===== src/rtl/slot_memctl.sv =====
// Request/acknowledge sequencer between the Z88 bus and NSLOTS byte-wide slot memories.
// Define SLOT_MEMCTL_WAITCFG_EN to add the per-slot ACCESS length input wait_cfg.
module slot_memctl #(
    parameter int                NSLOTS   = 4,
    parameter int                ADDR_W   = 22,
    parameter int                SLOT_AW  = 19,
    parameter int                WAIT_CYC = 2,
    parameter logic [NSLOTS-1:0] WP_MASK  = {{(NSLOTS-1){1'b0}}, 1'b1}
) (
    input  logic                  clk,
    input  logic                  reset_n,
    input  logic                  req,
    input  logic                  req_wr,
    input  logic [ADDR_W-1:0]     req_a,
    input  logic [7:0]            req_do,
    output logic                  ack,
    output logic [7:0]            rd_data,
    output logic                  wp_err,
    input  logic [NSLOTS-1:0]     slot_present,
    output logic [SLOT_AW-1:0]    mem_a,
    output logic [7:0]            mem_di,
    input  logic [8*NSLOTS-1:0]   mem_do,
    output logic [NSLOTS-1:0]     mem_ce_n,
    output logic                  mem_oe_n,
    output logic                  mem_we_n,
`ifdef SLOT_MEMCTL_WAITCFG_EN
    input  logic [4*NSLOTS-1:0]   wait_cfg,
`endif
    output logic                  busy,
    output logic [1:0]            dbg_state
);

    // Handshake: req/req_wr/req_a/req_do are sampled only while busy is low (IDLE);
    // ack pulses for exactly one cycle in DONE, and a req held high through ack is
    // taken again in the IDLE cycle that follows DONE.

    localparam int         SLOT_W  = $clog2(NSLOTS);
    localparam logic [3:0] WAIT_M1 = 4'(WAIT_CYC - 1);

    typedef enum logic [1:0] {
        S_IDLE   = 2'd0,
        S_SETUP  = 2'd1,
        S_ACCESS = 2'd2,
        S_DONE   = 2'd3
    } state_t;

    state_t              state_q, state_d;
    logic                wr_q, wr_d;
    logic [SLOT_W-1:0]   slot_q, slot_d;
    logic [3:0]          len_m1_q, len_m1_d;
    logic [3:0]          cnt_q, cnt_d;
    logic                ack_q, ack_d;
    logic                wp_err_q, wp_err_d;
    logic                busy_q, busy_d;
    logic [7:0]          rd_data_q, rd_data_d;
    logic [SLOT_AW-1:0]  mem_a_q, mem_a_d;
    logic [7:0]          mem_di_q, mem_di_d;
    logic [NSLOTS-1:0]   ce_n_q, ce_n_d;
    logic                oe_n_q, oe_n_d;
    logic                we_n_q, we_n_d;

    logic [SLOT_W-1:0]   req_slot;
    logic                req_bypass;
    logic [3:0]          req_len_m1;
    logic                unused_ok;

    assign req_slot   = req_a[ADDR_W-1 -: SLOT_W];
    assign req_bypass = !slot_present[req_slot] || (req_wr && WP_MASK[req_slot]);
    assign unused_ok  = ^req_a;

`ifdef SLOT_MEMCTL_WAITCFG_EN
    logic [3:0] cfg_nib;
    assign cfg_nib    = wait_cfg[4*req_slot +: 4];
    // A zero nibble still needs one ACCESS cycle.
    assign req_len_m1 = (cfg_nib == 4'd0) ? 4'd0 : cfg_nib - 4'd1;
`else
    assign req_len_m1 = WAIT_M1;
`endif

    always_comb begin
        state_d   = state_q;
        wr_d      = wr_q;
        slot_d    = slot_q;
        len_m1_d  = len_m1_q;
        cnt_d     = cnt_q;
        ack_d     = 1'b0;
        wp_err_d  = 1'b0;
        busy_d    = busy_q;
        rd_data_d = rd_data_q;
        mem_a_d   = mem_a_q;
        mem_di_d  = mem_di_q;
        ce_n_d    = ce_n_q;
        oe_n_d    = oe_n_q;
        we_n_d    = we_n_q;
        case (state_q)
            S_IDLE: begin
                if (req) begin
                    wr_d     = req_wr;
                    slot_d   = req_slot;
                    len_m1_d = req_len_m1;
                    busy_d   = 1'b1;
                    if (req_bypass) begin
                        // Absent slot or protected write: complete without touching the bus.
                        state_d  = S_DONE;
                        ack_d    = 1'b1;
                        wp_err_d = req_wr & slot_present[req_slot];
                        if (!req_wr) begin
                            rd_data_d = 8'hFF;
                        end
                    end else begin
                        state_d          = S_SETUP;
                        mem_a_d          = req_a[SLOT_AW-1:0];
                        mem_di_d         = req_do;
                        ce_n_d           = '1;
                        ce_n_d[req_slot] = 1'b0;
                        oe_n_d           = req_wr;
                    end
                end
            end
            S_SETUP: begin
                state_d = S_ACCESS;
                cnt_d   = len_m1_q;
                we_n_d  = ~wr_q;
            end
            S_ACCESS: begin
                if (cnt_q == 4'd0) begin
                    state_d = S_DONE;
                    ack_d   = 1'b1;
                    ce_n_d  = '1;
                    oe_n_d  = 1'b1;
                    we_n_d  = 1'b1;
                    if (!wr_q) begin
                        rd_data_d = mem_do[8*slot_q +: 8];
                    end
                end else begin
                    cnt_d = cnt_q - 4'd1;
                end
            end
            S_DONE: begin
                state_d = S_IDLE;
                busy_d  = 1'b0;
            end
            default: begin
                state_d = S_IDLE;
            end
        endcase
    end

    always_ff @(posedge clk or negedge reset_n) begin
        if (!reset_n) begin
            state_q   <= S_IDLE;
            wr_q      <= 1'b0;
            slot_q    <= '0;
            len_m1_q  <= '0;
            cnt_q     <= '0;
            ack_q     <= 1'b0;
            wp_err_q  <= 1'b0;
            busy_q    <= 1'b0;
            rd_data_q <= 8'hFF;
            mem_a_q   <= '0;
            mem_di_q  <= '0;
            ce_n_q    <= '1;
            oe_n_q    <= 1'b1;
            we_n_q    <= 1'b1;
        end else begin
            state_q   <= state_d;
            wr_q      <= wr_d;
            slot_q    <= slot_d;
            len_m1_q  <= len_m1_d;
            cnt_q     <= cnt_d;
            ack_q     <= ack_d;
            wp_err_q  <= wp_err_d;
            busy_q    <= busy_d;
            rd_data_q <= rd_data_d;
            mem_a_q   <= mem_a_d;
            mem_di_q  <= mem_di_d;
            ce_n_q    <= ce_n_d;
            oe_n_q    <= oe_n_d;
            we_n_q    <= we_n_d;
        end
    end

    assign ack       = ack_q;
    assign wp_err    = wp_err_q;
    assign busy      = busy_q;
    assign rd_data   = rd_data_q;
    assign mem_a     = mem_a_q;
    assign mem_di    = mem_di_q;
    assign mem_ce_n  = ce_n_q;
    assign mem_oe_n  = oe_n_q;
    assign mem_we_n  = we_n_q;
    assign dbg_state = state_q;

endmodule


===== config.mk =====
export PLATFORM = sky130hd
export DESIGN_NAME = slot_memctl
export DESIGN_NICKNAME = d
export VERILOG_FILES = /design/src/rtl/slot_memctl.sv
export SDC_FILE = /design/constraint.sdc
export NUM_CORES = 1
export LEC_CHECK = 0
export ABC_CLOCK_PERIOD_IN_PS = 4600
export BUFFER_PORTS_ARGS = -buffer_cell sky130_fd_sc_hd__buf_2
export CAP_MARGIN = 20
export CELL_PAD_IN_SITES_DETAIL_PLACEMENT = 2
export CELL_PAD_IN_SITES_GLOBAL_PLACEMENT = 2
export CORE_ASPECT_RATIO = 0.5
export CORE_UTILIZATION = 32
export CTS_BUF_LIST = sky130_fd_sc_hd__clkbuf_4 sky130_fd_sc_hd__clkbuf_8
export CTS_CLUSTER_DIAMETER = 80
export DETAILED_ROUTE_END_ITERATION = 16
export PLACE_DENSITY = 0.92
export SYNTH_ARGS = -nofsm -noshare
export SYNTH_HDL_FRONTEND = slang
export SYNTH_SLANG_ARGS = --single-unit
export TNS_END_PERCENT = 10

===== constraint.sdc =====
create_clock -name clk -period 4.6 [get_ports clk]
set_clock_uncertainty 0.15 [all_clocks]
set_input_delay 0.92 -clock clk [delete_from_list [all_inputs] [get_ports clk]]
set_output_delay 0.92 -clock clk [all_outputs]
set_load 0.01 [all_outputs]

**Word-level counts from Yosys, hierarchy flattened**

Index checks and enable logic that the tools add are counted.

- Equal/unequal tests: 10
- Bitwise logic cells: 4
- Shift-type cells: 1
- Order comparisons: 2
- Muxes and demuxes: 36
- Add/sub/neg operators: 1
- Reduce and logical (&&, ||, !) cells: 17

Operator list:

| cell | number |
|---|---|
| 2-to-1 mux 8 bit | 5 |
| indexed part select 32 x 6 -> 8 bit | 1 |
| 2-to-1 mux 4 bit | 4 |
| one-hot mux 4 bit (2 select lines) | 2 |
| one-hot mux 8 bit (2 select lines) | 1 |
| != test 2 bit, second input constant | 7 |
| 2-to-1 mux 1 bit | 13 |
| AND reduction 2 bit | 5 |
| one-hot mux 1 bit (2 select lines) | 4 |
| one-hot mux 2 bit (4 select lines) | 1 |
| 2-to-1 mux 2 bit | 3 |
| AND reduction 6 bit | 1 |
| nonzero test 2 bit | 3 |
| binary-select mux 1 bit (select 2 bit) | 2 |
| == test 2 bit, second input constant | 2 |
| zero test 4 bit | 1 |
| inverter 4 bit | 1 |
| AND reduction 4 bit | 1 |
| subtractor 4 x 1 -> 4 bit, second input constant | 1 |
| < comparator 2 x 3 -> 1 bit, second input constant | 1 |
| AND reduction 3 bit | 1 |
| demux 1 bit (select 2 bit) | 1 |
| == test 2 x 1 -> 1 bit, second input constant | 1 |
| >= comparator 2 x 1 -> 1 bit, second input constant | 1 |
| 6 further kinds | 8 |

- Logic and storage cells: 85
- Output and inout bits: 46
- Flip-flop bits (word level): 54

**Logic depth before layout (Yosys ltp)**

Gate-level depths: netlist of the first run.

- Depth after elaboration: 8
- Gate-level depth with buffers: 7

**Least setup slack after synthesis of the first run**

Ideal clock, no wire load.

- Path kind: input-to-reg
- Start point: input req_a[20]
- End point: register mem_a_q[0] (netlist: mem_a[0])
- Slack: 2.149 ns
- Stages: 4
- Setup time: 0.125 ns
- Buffers on the path: 1
- Data arrival time: 2.176 ns
- Cell sequence: or3b_4 a221oi_2 buf_4 mux2_2

- Cells in the longest elaborated chain, start to end: 6
- Elaborated cells between the ends (all ways): 9
- Classes of those cells: mux: 4; bitwise: 1; reduce/logical: 4

RTL lines:

| item | line | source |
|---|---|---|
| from (decl) | 14 | `input logic [ADDR_W-1:0] req_a,` |
| binary-select mux 1 bit (select 2 bit) | 68 | `assign req_bypass = !slot_present[req_slot] \|\| (req_wr && WP_MASK[req_slot]);` |
| 2-to-1 mux 1 bit (not written as such) | 68 |  |
| zero test 1 bit / logical AND 1 bit (equally long branches) | 68 |  |
| logical OR 1 bit (*) | 68 |  |
| inverter 1 bit (no source line) (*) | -- |  |
| AND reduction 3 bit (no source line) (*) | -- |  |
| to (signal assigned) | 175 | `mem_a_q <= mem_a_d;` |
| to (decl) | 56 | `logic [SLOT_AW-1:0] mem_a_q, mem_a_d;` |

Mark *: on every way between the ends. The rest lies on a longest branch, timed or not. The select of a mux whose other input is x is not followed.
A chain may end at the register's enable or synchronous reset.

**Worst setup path in the final report of the first run**

- Start point: input req_a[20]
- End point: register rd_data_q[6] (netlist: rd_data[6])

- Cells in the longest elaborated chain, start to end: 6
- Elaborated cells between the ends (all ways): 9
- Classes of those cells: eq/ne: 1; mux: 4; reduce/logical: 4

RTL lines:

| item | line | source |
|---|---|---|
| binary-select mux 1 bit (select 2 bit) | 68 |  |
| 2-to-1 mux 1 bit (not written as such) | 68 |  |
| zero test 1 bit / logical AND 1 bit (equally long branches) | 68 |  |
| logical OR 1 bit (*) | 68 |  |
| != test 2 bit (no source line) (*) | -- |  |
| AND reduction 6 bit (no source line) (*) | -- |  |
| to (signal assigned) | 174 | `rd_data_q <= rd_data_d;` |
| to (decl) | 55 | `logic [7:0] rd_data_q, rd_data_d;` |

Marked as above.

==> flow_summary.rst, run 1 <==
.. list-table::
   :header-rows: 1

   * - Metric
     - Value
   * - Max Cap Viol
     - 0
   * - Warnings, synthesis
     - 0
   * - Post-synthesis cell type count
     - 39
   * - Met1 routed wirelength after detailed routing
     - 3.54 mm
   * - Power share of the clock group
     - 15.9%
   * - Setup Buffers After CTS
     - 0
   * - Overall power
     - 2.23 mW
   * - Total CTS buffers
     - 5
   * - DR WL met2
     - 4.89 mm
   * - Type of the worst min-delay path
     - reg -> reg
   * - DRC violation count after routing
     - 0
   * - Beginning of the worst register-to-register path
     - dbg_state[0]$_DFFE_PN0P_
   * - Cts hold-fix bufs
     - 0
   * - Routed wire length on met3
     - 296 microns
   * - Post-synthesis instance area
     - 0.00250 sq mm
   * - Minimum clock period
     - 2740 ps
   * - Post-route setup TNS
     - 0 ps
   * - Gpl congestion
     - 0.731
   * - Path depth of the worst reg2reg path
     - 6
   * - Setup slack after placement
     - 1640 ps
   * - Iteration-0 DRC count of the detailed router
     - 56
   * - Hold Startpoint
     - mem_di[4]$_DFFE_PN0P_
   * - Total number of nets in the final design
     - 372
   * - Worst-case setup margin in the final layout
     - 1860 ps
   * - Number of nets produced by synthesis
     - 256
   * - Fraction of synthesized area in multiplexers
     - 21.9%
   * - RR Endpoint
     - rd_data[6]$_DFFE_PN1P_
   * - Share of Yosys cell area claimed by the top area cell type
     - 40.0%
   * - Adder-cell area share of the yosys netlist
     - 3.00%
   * - Number of iterations in the first detailed-routing pass
     - 4
   * - Worst-path clk slew
     - 110 ps
   * - Root buf cell
     - clkbuf_8
   * - Fmax
     - 366 MHz
   * - Die area
     - 0.00820 sq mm
   * - Uppermost routed layer
     - met4
   * - Relative max-transition margin
     - 39.4%
   * - Portion of the post-synthesis area used by sequential elements
     - 54.7%
   * - Overall overflow remaining after global route
     - 0
   * - Final worst path period share
     - 59.5%
   * - Parity-gate share of the synthesized area counting xor and xnor cells
     - 0%
   * - Static Leakage
     - 1.53 nW
   * - Main combinational cell family by area after synthesis
     - multiplexers
   * - Routed len/inst
     - 22.7 microns
   * - Highest fanout seen on the critical path
     - 8
   * - Clk Latency, worst-skew pair
     - 320 ps
   * - Endpoints failing hold
     - 0
   * - Proportion of power drawn by combinational gates
     - 45.1%
   * - Setup repair after global routing missed its margin
     - no
   * - DIE WIDTH
     - 127 microns
   * - Basic-gate share of the synthesized area counting and, or, nand and nor cells
     - 5.65%
   * - Result of the run
     - complete, no violations
   * - CTS max path bufs
     - 2
   * - Setup crit start kind
     - input pin
   * - Fillers
     - 779
   * - TritonCTS sink count
     - 54
   * - Detailed-route vias per instance
     - 5.25
   * - Placed wire-length estimate
     - 6.36 mm
   * - Flip-flop and latch count after synthesis
     - 54
   * - Clock tree from TritonCTS
     - built
   * - Worst Path Arrival
     - 2850 ps
   * - N_diodes
     - 0
   * - Flop-to-flop setup slack
     - 1990 ps
   * - Total number of vias
     - 2,063
   * - Synthesized instance count
     - 180
   * - DRT antenna net count
     - 0
   * - Least-Margin Pin Slew
     - 910 ps
   * - Initial antenna violation count
     - 0
   * - Area delta synth->final
     - 31.9%
   * - CTS-repair resized insts
     - 0
   * - Core Area
     - 0.00743 sq mm
   * - Total wire length
     - 8.91 mm
   * - Final number of setup-violating endpoints
     - 0
   * - Power Density
     - 675 mW/mm^2
   * - Crit. End Element
     - flop
   * - Part of the power in registers
     - 39.0%
   * - Sw power
     - 0.874 mW
   * - Worst hold path stage count
     - 1
   * - Fraction of layout cells with a size suffix above 1
     - 61.3%
   * - Start-to-end type of the worst setup path
     - in -> reg
   * - Worst hold path endpoint
     - mem_di[4]$_DFFE_PN0P_
   * - Final max-slew violation count
     - 0
   * - Die boundary height
     - 64.5 microns
   * - Required time at the worst-slack endpoint
     - 4710 ps
   * - Maximum number of pins on one net before global-route repair
     - 39
   * - Initial Utilization
     - 33.7%
   * - Post-synth top area cell
     - dfrtp_1
   * - P_int
     - 1.35 mW
   * - Number of primary I/O pins
     - 116
   * - Switching portion of total power
     - 39.2%
   * - Combined global-route utilization of all metal layers
     - 22.9%
   * - Post-synthesis average cell area
     - 13.9 sq um
   * - Std-Cell Rows
     - 22
   * - Worst vdd ir
     - 192 uV
   * - Number of global-route vias before repair
     - 2,404
   * - Global-route wire length before repair
     - 13.9 mm
   * - Number of port buffers
     - 114
   * - Synth area leaders
     - dfrtp_1 (40%), dfstp_2 (15%), mux2_2 (13%)
   * - Fraction of the mapped netlist area in compound gates
     - 11.3%
   * - # H-tree levels
     - 2
[power by group through the flow]
stage	registers, mW	logic, mW	clock network [mW]
2_1_floorplan	0.902	0.550	0
3_3_place_gp	0.844	0.910	0
3_5_place_dp	0.877	0.990	0
4_1_cts	0.873	1.01	0.364
5_1_grt	0.897	1.08	0.383
6_report	0.869	1.00	0.354
[metal layers]
layer | track usage [%] | vias up
li1 | - | 898
met1 | 25.8 | 1089
met2 | 44.2 | 60
met3 | 4.38 | 16
met4 | 7.59 | 0
met5 | 0 | -
[final cells by class]
class	instances	area (sq um)	area share (%)
multi-input combinational	107	1060	32.1
timing repair buffer	116	586	17.8
inverter	12	45.0	1.37
tap	96	120	3.64
sequential	54	1370	41.5
clock inverter	2	38.8	1.18
clock buffer	6	82.6	2.50
[metrics by stage]
stage	std cells	hold slack [ps]	util, %	cell area (sq um)
floorplan	180	279	-	2500
CTS	393	370	44.4	3300
finish	393	367	44.4	3300
global route	393	385	44.4	3300
global placement	385	304	42.7	3180
detailed placement	385	344	42.7	3180
[sequential cells by signal, summed over array words and instances (netlist names)]
name and cells:
wr_q 1, cnt_q 4, wp_err 1, slot_q 2, rd_data 8, busy 1
mem_di 8, dbg_state 2, ack 1, mem_a 19, mem_ce_n 4, len_m1_q 1
mem_we_n 1, mem_oe_n 1
[cells in the mapped netlist (all sizes together)]
| cell type | instances |
|---|---|
| nand2b | 2 |
| dfrtp | 40 |
| nor2 | 3 |
| o21ai | 7 |
| nor4 | 1 |
| a221oi | 1 |
| nand3b | 1 |
| or3b | 2 |
| mux2 | 29 |
| a211oi | 1 |
| ha | 6 |
| mux2i | 4 |
| buf | 4 |
| clkbuf | 3 |
| inv | 12 |
| a2111o | 1 |
| a32o | 1 |
| o2bb2ai | 1 |
| a31oi | 2 |
| nand2 | 8 |
| o22a | 11 |
| mux4 | 8 |
| a22oi | 2 |
| dfstp | 14 |
| a221o | 1 |
| nor3b | 3 |
| o22ai | 2 |
| a2bb2oi | 2 |
| a21oi | 3 |
| nor3 | 1 |
| nand4 | 1 |
| a21o | 1 |
| nand3 | 2 |
[worst max-delay path, stage by stage]
cell and delay, ps:
buf_2 180, mux2i_1 570, nand3b_1 270, a2111o_1 630, o22a_1 270
[worst max-delay path by stage]
stage,depth (start not counted),slack (ps),endpoint,start
2_1_floorplan,4,2150,mem_a[0]$_DFFE_PN0P_,req_a[20]
3_3_place_gp,5,1750,rd_data[6]$_DFFE_PN1P_,req_a[20]
3_5_place_dp,5,1640,rd_data[6]$_DFFE_PN1P_,req_a[20]
4_1_cts,5,1890,rd_data[6]$_DFFE_PN1P_,req_a[20]
5_1_grt,5,1800,rd_data[6]$_DFFE_PN1P_,req_a[20]
6_report,5,1860,rd_data[6]$_DFFE_PN1P_,req_a[20]
[logic make-up (layout without fill, tap and decap cells)]
logic type | Yosys count | in the layout
mux | 41 | 41
flops | 54 | 54
fa+ha+maj | 6 | 6
buf+inv | 19 | 136
compound gates | 36 | 36
simple gates | 24 | 24
[cells in the final DEF, fill, tap and decap left out, types with 4 or more instances in the layout]
cell,Yosys,layout
buf_2,0,114
clkbuf_8,0,6
dfrtp_1,40,40
dfstp_2,14,14
ha_1,6,6
inv_1,12,12
mux2_2,29,29
mux2i_1,4,4
mux4_2,8,8
nand2_1,8,8
o21ai_0,7,7
o22a_1,11,11
(Power assumes the default switching activity.)
==> inputs of run 2 (changes only) <==
- ABC_AREA: not set -> 1
- ABC_CLOCK_PERIOD_IN_PS: 4600 -> 2600
- CORE_UTILIZATION: 32 -> 27
- PLACE_DENSITY: 0.92 -> 0.88
- clock period: 4.6 -> 2.6 ns (I/O delays scaled with it)
==> run 2 against run 1 <==
  * Synthesized cell count is 87% higher
  * Global-route usage is 5.8 points lower
  * Setup slack worse by 1500 ps
  * Area after synthesis is 10% higher
  * Hold slack worse by 120 ps
  * Critical path depth is 3 higher
  * Largest cell class unchanged
==> flow_summary.rst, run 2 <==
.. list-table::
   :header-rows: 1

   * - Metric
     - Value
   * - Sw power
     - 1.92 mW
   * - Number of primary I/O pins
     - 116
   * - Most repeated cell in the gate-level netlist after synthesis
     - nand2_1
   * - Total CTS buffers
     - 5
   * - Overall overflow remaining after global route
     - 0
   * - Initial antenna violation count
     - 0
   * - Max Cap Viol
     - 0
   * - Multi-input gate area in the final layout
     - 0.00116 sq mm
   * - Fillers
     - 1,143
   * - Number of nets produced by synthesis
     - 412
   * - Post-synthesis average cell area
     - 8.19 sq um
   * - Global-route wire length before repair
     - 14.0 mm
   * - Total number of vias
     - 2,675
   * - Total number of nets in the final design
     - 525
   * - Endpoints failing hold
     - 0
   * - Switching portion of total power
     - 44.5%
   * - Proportion of power drawn by combinational gates
     - 50.4%
   * - Post-synth EDFFs
     - 0
   * - Std-Cell Rows
     - 25
   * - Detailed-route vias per instance
     - 4.57
   * - Post-synth top area cell
     - dfrtp_1
   * - Initial Utilization
     - 28.5%
   * - DRC violation count after routing
     - 0
   * - Maximum number of pins on one net before global-route repair
     - 34
   * - Share of Yosys cell area claimed by the top area cell type
     - 36.4%
   * - Gpl congestion
     - 0.720
   * - Worst Path Arrival
     - 2350 ps
   * - Placed wire-length estimate
     - 6.54 mm
   * - Synth Flop Type
     - dfrtp_1
   * - Final max-slew violation count
     - 0
   * - Worst hold path stage count
     - 3
   * - Type of the worst min-delay path
     - in -> reg
   * - Flip-flop count of the largest register, all copies and words added
     - 19
   * - Most used cells in the layout excluding fill and tap cells
     - nand2_1 (114), buf_2 (114), dfrtp_1 (40), inv_1 (34), o21ai_0 (33)
   * - Beginning of the worst register-to-register path
     - dbg_state[0]$_DFFE_PN0P_
   * - P_int
     - 2.40 mW
   * - Hold Startpoint
     - req_do[4]
   * - Clk Latency, worst-skew pair
     - 310 ps
   * - TritonCTS sink count
     - 54
   * - Power share of the clock group
     - 13.9%
   * - Fmax
     - 445 MHz
   * - Relative max-transition margin
     - 58.4%
   * - Post-synthesis instance area
     - 0.00275 sq mm
   * - Part of the power in registers
     - 35.7%
   * - DIE WIDTH
     - 145 microns
   * - Area delta synth->final
     - 29.3%
   * - Post-route worst hold slack
     - 249 ps
   * - Path depth of the worst reg2reg path
     - 8
   * - Setup slack after placement
     - 345 ps
   * - Combined global-route utilization of all metal layers
     - 17.1%
   * - Crit. End Element
     - flop
   * - Worst-path clk slew
     - 100 ps
   * - Clock tree from TritonCTS
     - built
   * - Total wire length
     - 8.63 mm
   * - Post-synthesis cell type count
     - 29
   * - Root buf cell
     - clkbuf_8
   * - Die area
     - 0.0106 sq mm
   * - Flip-flop and latch count after synthesis
     - 54
   * - N_diodes
     - 0
   * - Area taken by flip-flops and latches
     - 0.00137 sq mm
   * - Final worst path period share
     - 86.4%
   * - Static Leakage
     - 1.95 nW
   * - Setup crit start kind
     - flop
   * - Leading cell types by count after synthesis
     - nand2_1 (114), dfrtp_1 (40), inv_1 (34), o21ai_0 (33), nand3_1 (28)
   * - Routed len/inst
     - 14.8 microns
   * - Warnings, synthesis
     - 0
   * - RR Endpoint
     - rd_data[2]$_DFFE_PN1P_
   * - Highest fanout seen on the critical path
     - 15
   * - Number of global-route vias before repair
     - 2,927
   * - # H-tree levels
     - 2
   * - Start-to-end type of the worst setup path
     - reg -> reg
   * - Worst-case setup margin in the final layout
     - 354 ps
   * - Flop-to-flop setup slack
     - 350 ps
   * - Core Area
     - 0.00967 sq mm
   * - Synthesized instance count
     - 336
   * - Power Density
     - 1210 mW/mm^2
   * - Number of iterations in the first detailed-routing pass
     - 4
   * - CTS max path bufs
     - 2
   * - Least-Margin Pin Slew
     - 624 ps
   * - Synth area leaders
     - dfrtp_1 (36%), nand2_1 (16%), dfstp_2 (13%)
   * - Post-route setup TNS
     - 0 ps
   * - Minimum clock period
     - 2250 ps
   * - Worst vdd ir
     - 336 uV
   * - Setup repair after global routing missed its margin
     - no
   * - Die boundary height
     - 73.4 microns
   * - Iteration-0 DRC count of the detailed router
     - 50
   * - Final Core Density
     - 36.8%
   * - Portion of the post-synthesis area used by sequential elements
     - 49.7%
   * - Fraction of layout cells with a size suffix above 1
     - 34.4%
   * - Final number of setup-violating endpoints
     - 0
   * - Result of the run
     - complete, no violations
   * - CTS-repair resized insts
     - 0
   * - Ys async rst share
     - 100%
   * - Number of port buffers
     - 114
   * - DRT antenna net count
     - 0
   * - Worst hold path endpoint
     - mem_di[4]$_DFFE_PN0P_
   * - Required time at the worst-slack endpoint
     - 2700 ps
-- run 2: how the worst max path moves through the flow --
stage	startpoint	to	slack (ps)	depth (start not counted)
finish	dbg_state[0]$_DFFE_PN0P_	rd_data[2]$_DFFE_PN1P_	350	8
global route	dbg_state[0]$_DFFE_PN0P_	rd_data[0]$_DFFE_PN1P_	200	8
CTS	dbg_state[0]$_DFFE_PN0P_	rd_data[4]$_DFFE_PN1P_	290	8
detailed placement	dbg_state[0]$_DFFE_PN0P_	rd_data[7]$_DFFE_PN1P_	340	8
global placement	dbg_state[0]$_DFFE_PN0P_	rd_data[5]$_DFFE_PN1P_	450	8
floorplan	dbg_state[0]$_DFFE_PN0P_	rd_data[0]$_DFFE_PN1P_	910	8
-- run 2: what timing repair did --
action,in CTS,in global routing
hold buffers,1,0
setup endpoints to repair,0,0
endpoints found under the hold margin,2,0
buffers inserted,0,0
-- run 2: cells by family after synthesis --
kind of cell             Yosys count  synth area share [%]
AO/OA/AOI/OAI                     63                  12.7
XOR/XNOR                           2                 0.637
adder cells (fa/ha/maj)            6                  2.73
buffers and inverters             48                  7.91
flip-flops                        54                  49.7
AND/OR/NAND/NOR                  163                  26.3
-- run 2: final cells by class --
type | count | share of cell area (%)
clock buffer | 6 | 2.14
clock inverter | 2 | 1.05
timing repair buffer | 119 | 17.2
tap | 135 | 4.75
inverter | 35 | 3.69
sequential | 54 | 38.5
multi-input combinational | 234 | 32.7
-- run 2: worst max-delay path: stages (launching register included) --
cell	delay, ps
dfrtp_1	450
inv_1	110
ha_1	560
or2_1	200
nand3_2	130
nor2_4	240
nand2_2	180
nand2_1	100
nand2_1	60
-- run 2: per-stage QoR --
stage                     instances  instance area (sq um)  power [mW]
after detailed placement        576                   3430        3.78
final                           585                   3560        4.31
after CTS                       585                   3560        4.41
after global placement          576                   3430        3.62
after floorplan                 336                   2750        2.92
after global routing            585                   3560        4.72
-- run 2: routing by layer --
layer  track usage [%]  up-vias  share of wire (%)
li1                  -     1298                  -
met1              20.0     1300                 44
met2              31.9       72                 49
met3              4.50        5                6.1
met4              3.39        0               0.57
met5                 0        -                  0
-- run 2: power by group through the flow --
| stage | combinational, mW | clock, mW | sequential (mW) |
|---|---|---|---|
| after floorplan | 1.21 | 0 | 1.71 |
| after global placement | 2.08 | 0 | 1.54 |
| after detailed placement | 2.22 | 0 | 1.56 |
| after CTS | 2.24 | 0.623 | 1.55 |
| after global routing | 2.48 | 0.649 | 1.59 |
| final | 2.18 | 0.597 | 1.54 |
